==> config.mk <==
export PLATFORM = sky130hd
export DESIGN_NAME = prbs_chk23_flat
export DESIGN_NICKNAME = d
export VERILOG_FILES = /design/src/rtl/prbs_chk23_pkg.sv /design/src/rtl/prbs_chk23_if.sv /design/src/rtl/prbs_chk23_byte_pred.sv /design/src/rtl/prbs_chk23.sv /design/src/flat_wrapper.sv
export SDC_FILE = /design/constraint.sdc
export NUM_CORES = 1
export LEC_CHECK = 0
export CORE_ASPECT_RATIO = 1.75
export CORE_MARGIN = 4
export CORE_UTILIZATION = 40
export CTS_CLUSTER_DIAMETER = 60
export DETAILED_ROUTE_END_ITERATION = 12
export HOLD_SLACK_MARGIN = 0.06
export SYNTH_ARGS = -nofsm -noshare
export SYNTH_HDL_FRONTEND = slang
export SYNTH_SLANG_ARGS = --single-unit
==> constraint.sdc <==
create_clock -name clk -period 5.6 [get_ports clk]
set_input_delay 1.12 -clock clk [delete_from_list [all_inputs] [get_ports clk]]
set_output_delay 1.12 -clock clk [all_outputs]
set_load 0.05 [all_outputs]
==> src/rtl/prbs_chk23_pkg.sv <==
// Shared constants, state type and bit helpers for the PRBS-23 checker.
package prbs_chk23_pkg;

  // x^23 + x^18 + 1
  localparam int POLY_LEN = 23;
  localparam int POLY_TAP = 18;

  typedef enum logic [1:0] {
    SEARCH = 2'd0,
    VERIFY = 2'd1,
    LOCK   = 2'd2
  } state_t;

  // Number of set bits in a byte (0..8)
  function automatic logic [3:0] popcnt8(input logic [7:0] v);
    logic [3:0] c;
    c = '0;
    for (int i = 0; i < 8; i++) begin
      c = c + 4'(v[i]);
    end
    return c;
  endfunction

  // Bit reversal of a byte
  function automatic logic [7:0] rev8(input logic [7:0] v);
    logic [7:0] r;
    for (int i = 0; i < 8; i++) begin
      r[i] = v[7-i];
    end
    return r;
  endfunction

endpackage

==> src/rtl/prbs_chk23_if.sv <==
// Byte stream in, per-byte error report and BER counters out.
interface prbs_chk23_if #(parameter int pCNT_W = 32);
  logic              ival;
  logic [7:0]        idat;
  logic              iclr;
  logic              oval;
  logic [3:0]        oerr_num;
  logic              olock;
  logic [pCNT_W-1:0] obit_cnt;
  logic [pCNT_W-1:0] oerr_cnt;

  modport master (
    output ival, idat, iclr,
    input  oval, oerr_num, olock, obit_cnt, oerr_cnt
  );

  modport slave (
    input  ival, idat, iclr,
    output oval, oerr_num, olock, obit_cnt, oerr_cnt
  );
endinterface

==> src/rtl/prbs_chk23_byte_pred.sv <==
// Predicts the next 8 PRBS-23 bits from the 23-bit history.
// History layout: lfsr[0] is the newest bit, lfsr[22] the oldest.
// Because the short tap (18) exceeds the byte width, every predicted bit
// comes straight from the history with no intra-byte dependency.
module prbs_chk23_byte_pred
  import prbs_chk23_pkg::*;
#(
  parameter bit pMSB_FIRST = 1'b0
) (
  input  logic [POLY_LEN-1:0] lfsr,
  output logic [7:0]          pred,
  output logic [POLY_LEN-1:0] lfsr_next_pred
);

  // seq[k] is the k-th bit in time order of the upcoming byte
  logic [7:0] seq;

  genvar gi;
  generate
    for (gi = 0; gi < 8; gi++) begin : g_bit
      assign seq[gi] = lfsr[POLY_TAP-1-gi] ^ lfsr[POLY_LEN-1-gi];
      // last bit in time ends up newest (index 0)
      assign lfsr_next_pred[7-gi] = seq[gi];
      if (pMSB_FIRST) begin : g_msb
        assign pred[7-gi] = seq[gi];
      end else begin : g_lsb
        assign pred[gi] = seq[gi];
      end
    end
  endgenerate

  assign lfsr_next_pred[POLY_LEN-1:8] = lfsr[POLY_LEN-9:0];

endmodule

==> src/rtl/prbs_chk23.sv <==
// PRBS-23 receive checker: self-synchronises to the incoming byte stream,
// declares lock, and accumulates checked-bit and bit-error counts.
module prbs_chk23
  import prbs_chk23_pkg::*;
#(
  parameter int pDAT_W      = 8,
  parameter bit pMSB_FIRST  = 1'b0,
  parameter int pSYNC_BYTES = 16,
  parameter int pWIN_BYTES  = 64,
  parameter int pLOSS_BITS  = 16,
  parameter int pCNT_W      = 32
) (
  input logic        clk,
  input logic        rst,
  input logic        iclkena,
  prbs_chk23_if.slave bus
);

  localparam int          CLEAN_W   = $clog2(pSYNC_BYTES + 1);
  localparam int          WCNT_W    = $clog2(pWIN_BYTES + 1);
  localparam int          WERR_W    = $clog2(pLOSS_BITS + 8) + 1;
  localparam logic [4:0]  FILL_STEP = 5'(pDAT_W);
  localparam logic [4:0]  FILL_DONE = 5'd24;

  state_t              state_reg;
  logic [POLY_LEN-1:0] lfsr_reg;
  logic [4:0]          fill_reg;
  logic [CLEAN_W-1:0]  clean_reg;
  logic [WCNT_W-1:0]   win_cnt_reg;
  logic [WERR_W-1:0]   win_err_reg;
  logic                lock_reg;
  logic                oval_reg;
  logic [3:0]          err_num_reg;
  logic [pCNT_W-1:0]   bit_cnt_reg;
  logic [pCNT_W-1:0]   err_cnt_reg;

  logic                accept;
  logic [7:0]          pred;
  logic [POLY_LEN-1:0] lfsr_pred;
  logic [POLY_LEN-1:0] lfsr_rx;
  logic [7:0]          err_vec;
  logic [3:0]          err_num;
  logic [4:0]          fill_next;
  logic [WERR_W-1:0]   win_err_sum;
  logic [pCNT_W:0]     bit_sum;
  logic [pCNT_W:0]     err_sum;

  prbs_chk23_byte_pred #(.pMSB_FIRST(pMSB_FIRST)) u_pred (
    .lfsr           (lfsr_reg),
    .pred           (pred),
    .lfsr_next_pred (lfsr_pred)
  );

  assign accept      = iclkena & bus.ival;
  assign err_vec     = pred ^ bus.idat;
  assign err_num     = popcnt8(err_vec);
  // received byte converted to history order (newest bit at index 0)
  assign lfsr_rx     = {lfsr_reg[POLY_LEN-9:0], (pMSB_FIRST ? bus.idat : rev8(bus.idat))};
  assign fill_next   = fill_reg + FILL_STEP;
  assign win_err_sum = win_err_reg + WERR_W'(err_num);
  assign bit_sum     = {1'b0, bit_cnt_reg} + (pCNT_W+1)'(pDAT_W);
  assign err_sum     = {1'b0, err_cnt_reg} + (pCNT_W+1)'(err_num);

  // Sync FSM: history update, fill/clean/window counters and lock flag
  always_ff @(posedge clk or posedge rst) begin
    if (rst) begin
      state_reg   <= SEARCH;
      lfsr_reg    <= '0;
      fill_reg    <= '0;
      clean_reg   <= '0;
      win_cnt_reg <= '0;
      win_err_reg <= '0;
      lock_reg    <= 1'b0;
    end else if (accept) begin
      case (state_reg)
        SEARCH: begin
          lfsr_reg <= lfsr_rx;
          fill_reg <= fill_next;
          if (fill_next >= FILL_DONE) begin
            state_reg <= VERIFY;
            clean_reg <= '0;
          end
        end
        VERIFY: begin
          lfsr_reg <= lfsr_rx;
          if (err_vec == 8'd0) begin
            clean_reg <= clean_reg + 1'b1;
            if (clean_reg == CLEAN_W'(pSYNC_BYTES - 1)) begin
              state_reg   <= LOCK;
              lock_reg    <= 1'b1;
              win_cnt_reg <= '0;
              win_err_reg <= '0;
            end
          end else begin
            state_reg <= SEARCH;
            fill_reg  <= '0;
          end
        end
        LOCK: begin
          // free-run so a single flipped bit is counted only once
          lfsr_reg <= lfsr_pred;
          if (win_err_sum >= WERR_W'(pLOSS_BITS)) begin
            state_reg <= SEARCH;
            fill_reg  <= '0;
            lock_reg  <= 1'b0;
          end else if (win_cnt_reg == WCNT_W'(pWIN_BYTES - 1)) begin
            win_cnt_reg <= '0;
            win_err_reg <= '0;
          end else begin
            win_cnt_reg <= win_cnt_reg + 1'b1;
            win_err_reg <= win_err_sum;
          end
        end
        default: begin
          state_reg <= SEARCH;
          fill_reg  <= '0;
          lock_reg  <= 1'b0;
        end
      endcase
    end
  end

  // Per-byte report, one cycle after acceptance
  always_ff @(posedge clk or posedge rst) begin
    if (rst) begin
      oval_reg    <= 1'b0;
      err_num_reg <= '0;
    end else if (iclkena) begin
      oval_reg    <= bus.ival;
      err_num_reg <= bus.ival ? err_num : 4'd0;
    end
  end

  // BER counters: clear wins over counting, both saturate at all-ones
  always_ff @(posedge clk or posedge rst) begin
    if (rst) begin
      bit_cnt_reg <= '0;
      err_cnt_reg <= '0;
    end else if (iclkena) begin
      if (bus.iclr) begin
        bit_cnt_reg <= '0;
        err_cnt_reg <= '0;
      end else if (bus.ival && state_reg == LOCK) begin
        bit_cnt_reg <= bit_sum[pCNT_W] ? '1 : bit_sum[pCNT_W-1:0];
        err_cnt_reg <= err_sum[pCNT_W] ? '1 : err_sum[pCNT_W-1:0];
      end
    end
  end

  assign bus.oval     = oval_reg;
  assign bus.oerr_num = err_num_reg;
  assign bus.olock    = lock_reg;
  assign bus.obit_cnt = bit_cnt_reg;
  assign bus.oerr_cnt = err_cnt_reg;

endmodule
==> src/flat_wrapper.sv <==
// flat-port wrapper written by rule: the top's interface ports become plain ports
module prbs_chk23_flat import prbs_chk23_pkg::*;
#(
  parameter int pDAT_W      = 8,
  parameter bit pMSB_FIRST  = 1'b0,
  parameter int pSYNC_BYTES = 16,
  parameter int pWIN_BYTES  = 64,
  parameter int pLOSS_BITS  = 16,
  parameter int pCNT_W      = 32
)
  (clk, rst, iclkena, bus_ival, bus_idat, bus_iclr, bus_oval, bus_oerr_num, bus_olock, bus_obit_cnt, bus_oerr_cnt);
  prbs_chk23_if #(.pCNT_W(pCNT_W)) bus_i ();
  input logic clk;
  input logic rst;
  input logic iclkena;
  input wire logic [$bits(bus_i.ival)-1:0] bus_ival;
  input wire logic [$bits(bus_i.idat)-1:0] bus_idat;
  input wire logic [$bits(bus_i.iclr)-1:0] bus_iclr;
  output wire logic [$bits(bus_i.oval)-1:0] bus_oval;
  output wire logic [$bits(bus_i.oerr_num)-1:0] bus_oerr_num;
  output wire logic [$bits(bus_i.olock)-1:0] bus_olock;
  output wire logic [$bits(bus_i.obit_cnt)-1:0] bus_obit_cnt;
  output wire logic [$bits(bus_i.oerr_cnt)-1:0] bus_oerr_cnt;
  assign bus_i.ival = bus_ival;
  assign bus_i.idat = bus_idat;
  assign bus_i.iclr = bus_iclr;
  assign bus_oval = bus_i.oval;
  assign bus_oerr_num = bus_i.oerr_num;
  assign bus_olock = bus_i.olock;
  assign bus_obit_cnt = bus_i.obit_cnt;
  assign bus_oerr_cnt = bus_i.oerr_cnt;
  prbs_chk23 #(.pDAT_W(pDAT_W), .pMSB_FIRST(pMSB_FIRST), .pSYNC_BYTES(pSYNC_BYTES), .pWIN_BYTES(pWIN_BYTES), .pLOSS_BITS(pLOSS_BITS), .pCNT_W(pCNT_W)) u_core (.clk(clk), .rst(rst), .iclkena(iclkena), .bus(bus_i));
endmodule
Word level (Yosys, flattened, before mapping)

Cells that the tools add are included.

Register bits: 118
Input port bits: 13
Output and inout bits: 70

Add/subtract/negate cells: 13
$lt $le $gt $ge: 2
Equal/unequal tests: 11
Muxes and demuxes: 33
Bitwise gates (word level): 11
Reductions and logical operators: 15

Operators with widths:

| cell                                                                                 | number |
|---|---|
| 32-bit 2-to-1 mux                                                                    | 6 |
| 23-bit case mux with 2 select lines                                                  | 1 |
| 32-bit by 4-bit adder with 33-bit output                                             | 1 |
| 32-bit by 4-bit adder with 33-bit output (second input constant)                     | 1 |
| 7-bit 2-to-1 mux                                                                     | 4 |
| 4-bit by 1-bit adder with 4-bit output                                               | 6 |
| 6-bit 2-to-1 mux                                                                     | 4 |
| 5-bit 2-to-1 mux                                                                     | 4 |
| 5-bit case mux with 3 select lines                                                   | 1 |
| 7-bit case mux with 2 select lines                                                   | 1 |
| 6-bit case mux with 2 select lines                                                   | 1 |
| 5-bit case mux with 2 select lines                                                   | 1 |
| 5-bit AND reduction                                                                  | 2 |
| 8-bit zero test                                                                      | 1 |
| 2-bit 2-to-1 mux                                                                     | 4 |
| 2-bit by 1-bit != test with 1-bit output (second input constant)                     | 4 |
| 4-bit AND reduction                                                                  | 2 |
| 2-bit nonzero test                                                                   | 4 |
| 1-bit XOR                                                                            | 8 |
| 8-bit XOR                                                                            | 1 |
| 7-bit by 1-bit adder with 7-bit output (second input constant)                       | 1 |
| 7-bit by 6-bit == test with 1-bit output (second input constant)                     | 1 |
| 6-bit by 4-bit adder with 6-bit output                                               | 1 |
| 6-bit by 5-bit greater-or-equal comparator with 1-bit output (second input constant) | 1 |
| other kinds (20)                                                                     | 24 |

Longest topological paths before layout

Depth in word-level cells: 13
Gate-level depth with buffers: 19

By module

A second synthesis with hierarchy kept.

Cell total of the unflattened synthesis: 795
Area total of the unflattened synthesis: 6,920.4 µm²

Modules (own cells, without submodules):

| module               | times used | cells each | area an instance (µm²) |
|---|---|---|---|
| prbs_chk23           | 1          | 764        | 6,677.7 |
| prbs_chk23_byte_pred | 1          | 31         | 242.7 |

Worst setup path after synthesis

OpenSTA, ideal clock, no wires.

Path kind: input port to flip-flop
From: in bus_idat[0]
To: reg u_core.win_cnt_reg[1]
Arrival: 5,456 ps
Required time: 5,476 ps
Slack: 20 ps
Cell stages on the path: 15
Buffers on the path: 0
Cell sequence: xor2_1 ha_1 fa_1 inv_1 fa_1 fa_1 inv_1 fa_1 ha_1 a211o_1 or4b_4 a21oi_2 o21ai_2 and3_4 a211o_1

Word-level cells in the longest chain between the ends: 12

Ends and longest elaborated chain:

| element                                                      | line                 | RTL |
|---|---|---|
| start, declared                                              | flat_wrapper.sv:17   | `input wire logic [$bits(bus_i.idat)-1:0] bus_idat;` |
| 8-bit XOR *                                                  | prbs_chk23.sv:55     | `assign err_vec = pred ^ bus.idat;` |
| 1-bit by 1-bit adder with 2-bit output                       | prbs_chk23_pkg.sv:19 | `c = c + 4'(v[i]);` |
| 4-bit by 1-bit adder with 4-bit output (6 in a row)          | prbs_chk23_pkg.sv:19 |  |
| 6-bit by 4-bit adder with 6-bit output                       | prbs_chk23.sv:60     | `assign win_err_sum = win_err_reg + WERR_W'(err_num);` |
| 6-bit by 5-bit greater-or-equal comparator with 1-bit output | prbs_chk23.sv:102    | `if (win_err_sum >= WERR_W'(pLOSS_BITS)) begin` |
| 2-bit != test (no line)                                      | -                    |  |
| 5-bit AND reduction (no line) *                              | -                    |  |
| end signal, assigned                                         | prbs_chk23.sv:110    | `win_cnt_reg <= win_cnt_reg + 1'b1;` |
| end, declared                                                | prbs_chk23.sv:29     | `logic [WCNT_W-1:0] win_cnt_reg;` |

Every way passes the cells marked *; elsewhere a longest branch is shown, timed or not.
A chain may end at the register's enable or synchronous reset.

Worst setup path after layout

From: in bus_idat[1]
To: reg u_core.win_cnt_reg[1]

The elaborated chain is that of the path after synthesis.

==> impl_metrics.toml <==
[yosys]
synth_ff_type = "dfrtp_1"
synth_edf_count = 0
syn_inst = 705
ys_async_sr_fraction_pct = 100
muxShareOfSynthArea_pct = 2.71
synth-simple-area-share_pct = 18.4
avgSynthCellArea_um2 = 9.37
synth_nets = 741
ys_seq_area_share_pct = 42.8
synth.yosys.warnings = 0
synth_top_family_by_area = "compound AO/OA/AOI/OAI gates"
synth_xor_area_share_pct = 3.54
syn_area_um2 = 6600
ys_types = 63
yosys.area_share.adder_pct = 5.04
ys_seq_elements = 113
synth-compound-area-share_pct = 23.2

[sta]
tightest_slew_ns = 0.985
min_period_ns = 5.36
holdWs_ns = 0.488
setup_ws_ns = 0.235
maxSlewHeadroom_pct = 34.3
rsz0062_at_grt = "false"
setup_viol = 0
slew_viol_final = 0
clock_skew_ns = 0.00971
finalHoldViolCount = 0
fin_crit_sh_pct = 95.8
max_freq_mhz = 186

[die]
fp.dieW_um = 105
fp.dieH_um = 178
io_pins = 83
design.core.area_um2 = 16000
initial_utilization_pct = 41.2
rows = 61
die-area_um2 = 18700

[grt]
grt_pass1_wl_um = 30700
antenna_found_initial = 0
grt-ovfl-total = 0
first_global_vias = 6164
grtUsageTotal_pct = 20.2
grt_max_degree = 79

[critical_path]
path_max_fanout = 7
r2r-end = "u_core.win_cnt_reg[1]$_DFFE_PP0P_"
worstSetupPathType = "in -> reg"
cp.arrival_ns = 5.65
required_ns = 5.89
crit_buf_inv = 3
critPathLaunchType = "input pin"
path_cells = "dlymetal6s2s_1 > xor2_2 > ha_1 > fa_1 > inv_1 > fa_1 > fa_2 > inv_2 > fa_2 > ha_1 > a211o_1 > or4b_4 > a21oi_4 > o21ai_4 > and3_4 > a211o_1"
cp_slowest_cell = "fa_1"
reg2reg_depth = 16
endpoint_kind = "flip-flop"
cpPeakStageDelay_ns = 0.54
regToRegSetupSlack_ns = 0.40
r2r-start = "u_core.lfsr_reg[17]$_DFFE_PP0P_"
crit_family = "adder cells"

[finish]
largest_reg_flops = 32
nets = 846
layout-drive-gt1-share_pct = 14.2
multiInputGateArea_um2 = 3570
finalCoreUtilization_pct = 53.0
regArea_um2 = 2830
areaGrowthSynthToFinish_pct = 28.6
diodes = 0
fin_cells = 1012
nFillCells = 1457

[routing]
via_per_inst = 6.00
drc = 0
routedWlPerCell_um = 18.3
final_antenna_net_count = 0
drt_iter0_drc = 290
first_pass_iters = 5
vias = 6074
drt_wl_total_um = 18500

[cts]
cts_tree = "built"
cts-root-buf = "clkbuf_16"
clock_latency_ns = 0.41
numCtsBuffers = 17
clockBufferDepth = 2
cts.sinks = 113
cts_hold_buf = 0
h-tree-depth = 4
path_clk_slew_ns = 0.06

[power]
p_total_mw = 3.56
p_per_area_nw_per_um2 = 419
p_leak_nw = 3.71
max-vdd-ir-drop_mv = 0.312

[placed_design]
place_ws_ns = -0.607
place_inst = 978
place_hpwl_um = 12900
portBuffers = 82
gp_congestion = 0.913

[hold_path]
min_path_cells = 2
hold_path_end = "u_core.lfsr_reg[7]$_DFFE_PP0P_"
holdCritStartpoint = "u_core.lfsr_reg[7]$_DFFE_PP0P_"
hp-class = "reg -> reg"

[run_status]
outcome = "finished, final reports clean"

[job]
maxCapViolations = 0
==> worst max-delay path by stage <==
stage / endpoint / startpoint / depth (start not counted)
6_report: u_core.win_cnt_reg[1]$_DFFE_PP0P_ / bus_idat[1] / 16
5_1_grt: u_core.win_cnt_reg[1]$_DFFE_PP0P_ / bus_idat[0] / 16
4_1_cts: u_core.win_cnt_reg[1]$_DFFE_PP0P_ / bus_idat[1] / 16
3_5_place_dp: u_core.win_cnt_reg[1]$_DFFE_PP0P_ / bus_idat[0] / 16
3_3_place_gp: u_core.win_cnt_reg[1]$_DFFE_PP0P_ / bus_idat[0] / 16
2_1_floorplan: u_core.win_cnt_reg[1]$_DFFE_PP0P_ / bus_idat[0] / 15
==> per-layer routing <==
| metal | share of wire (%) | routed length, um | track usage [%] |
|---|---|---|---|
| met3 | 4.4 | 810 | 4.15 |
| met5 | 0 | 0 | 0 |
| met2 | 53 | 9770 | 36.8 |
| met1 | 40 | 7380 | 22.7 |
| met4 | 3.0 | 551 | 8.54 |
==> synth_stat cells, drive strengths merged (5+ instances only) <==
| master | number | area share [%] |
|---|---|---|
| a21oi | 34 | 2.6 |
| clkbuf | 26 | 1.5 |
| mux2 | 15 | 2.6 |
| inv | 26 | 1.5 |
| nand4 | 10 | 0.95 |
| and3 | 16 | 1.6 |
| a22o | 17 | 2.3 |
| nor4 | 11 | 1.4 |
| o211ai | 14 | 1.6 |
| ha | 17 | 3.2 |
| xnor2 | 5 | 0.66 |
| and2 | 6 | 0.57 |
| o311ai | 16 | 2.1 |
| nand2 | 67 | 3.8 |
| nor2 | 42 | 2.4 |
| a22oi | 13 | 1.5 |
| nor2b | 7 | 0.66 |
| a211o | 5 | 0.66 |
| xor2 | 14 | 1.9 |
| o31ai | 6 | 0.68 |
| nor3 | 11 | 1.0 |
| nand3 | 43 | 3.3 |
| buf | 12 | 1.3 |
| or3 | 5 | 0.47 |
| a221o | 6 | 0.91 |
| a31oi | 19 | 1.8 |
| o21ai | 75 | 5.8 |
| a21o | 7 | 0.80 |
| dfrtp | 113 | 43 |
| fa | 6 | 1.8 |
==> cell families after synthesis <==
| logic type | Yosys count |
|---|---|
| and+or+nand+nor | 236 |
| AOI/OAI and AO/OA | 231 |
| DFF | 113 |
| buffers and inverters | 64 |
| adders and majority gates | 23 |
| xor gates and xnor gates | 22 |
| muxes | 16 |
==> cell usage in the layout, fill, tap and decap left out, types with 10 or more instances in the layout <==
master / synthesis / routed
dfrtp_1: 113 / 113
clkdlybuf4s50_1: 0 / 80
nand2_1: 66 / 66
o21ai_0: 67 / 65
nand3_1: 43 / 43
nor2_1: 42 / 42
buf_4: 4 / 40
a21oi_1: 33 / 32
inv_1: 26 / 24
a31oi_1: 19 / 19
a22o_1: 17 / 17
ha_1: 17 / 17
clkbuf_16: 0 / 17
mux2_2: 15 / 15
o311ai_0: 16 / 15
and3_1: 15 / 15
o211ai_1: 14 / 14
a22oi_1: 13 / 13
xor2_1: 14 / 12
nand4_1: 10 / 10
==> stage by stage <==
stage / instance area (um^2) / setup TNS, ns
after floorplan: 6600 / 0
after global placement: 7820 / -17.98
after detailed placement: 7820 / -21.30
after CTS: 8440 / 0
after global routing: 8490 / 0
final: 8490 / 0
==> area by class of cell <==
cell class	count	area share, %
Clock buffer	17	5.01
Sequential cell	113	33.3
Clock inverter	15	1.92
Multi-Input combinational cell	528	42.1
Tap cell	189	2.79
Inverter	26	1.18
Timing Repair Buffer	124	13.7
==> worst register-to-register path: cells and delay by family, from the launching register on <==
kind            cells  cell delay, ns
simple gates        2            0.73
flops               1            0.39
fa+ha+maj           6            2.40
buf+inv             2            0.13
xor+xnor            2            0.54
compound gates      4            0.88
==> power breakdown <==
part	internal [mW]	switching (mW)
clock	0.658	0.415
combinational	0.726	0.784
sequential	0.887	0.0896
total	2.27	1.29
==> what timing repair did <==
item | CTS | global route
setup buffers | 2 | 0
pin swaps | 6 | 7
resized for setup | 4 | 14
setup endpoints to repair | 19 | 47
Power figures use the tool's default switching activity.
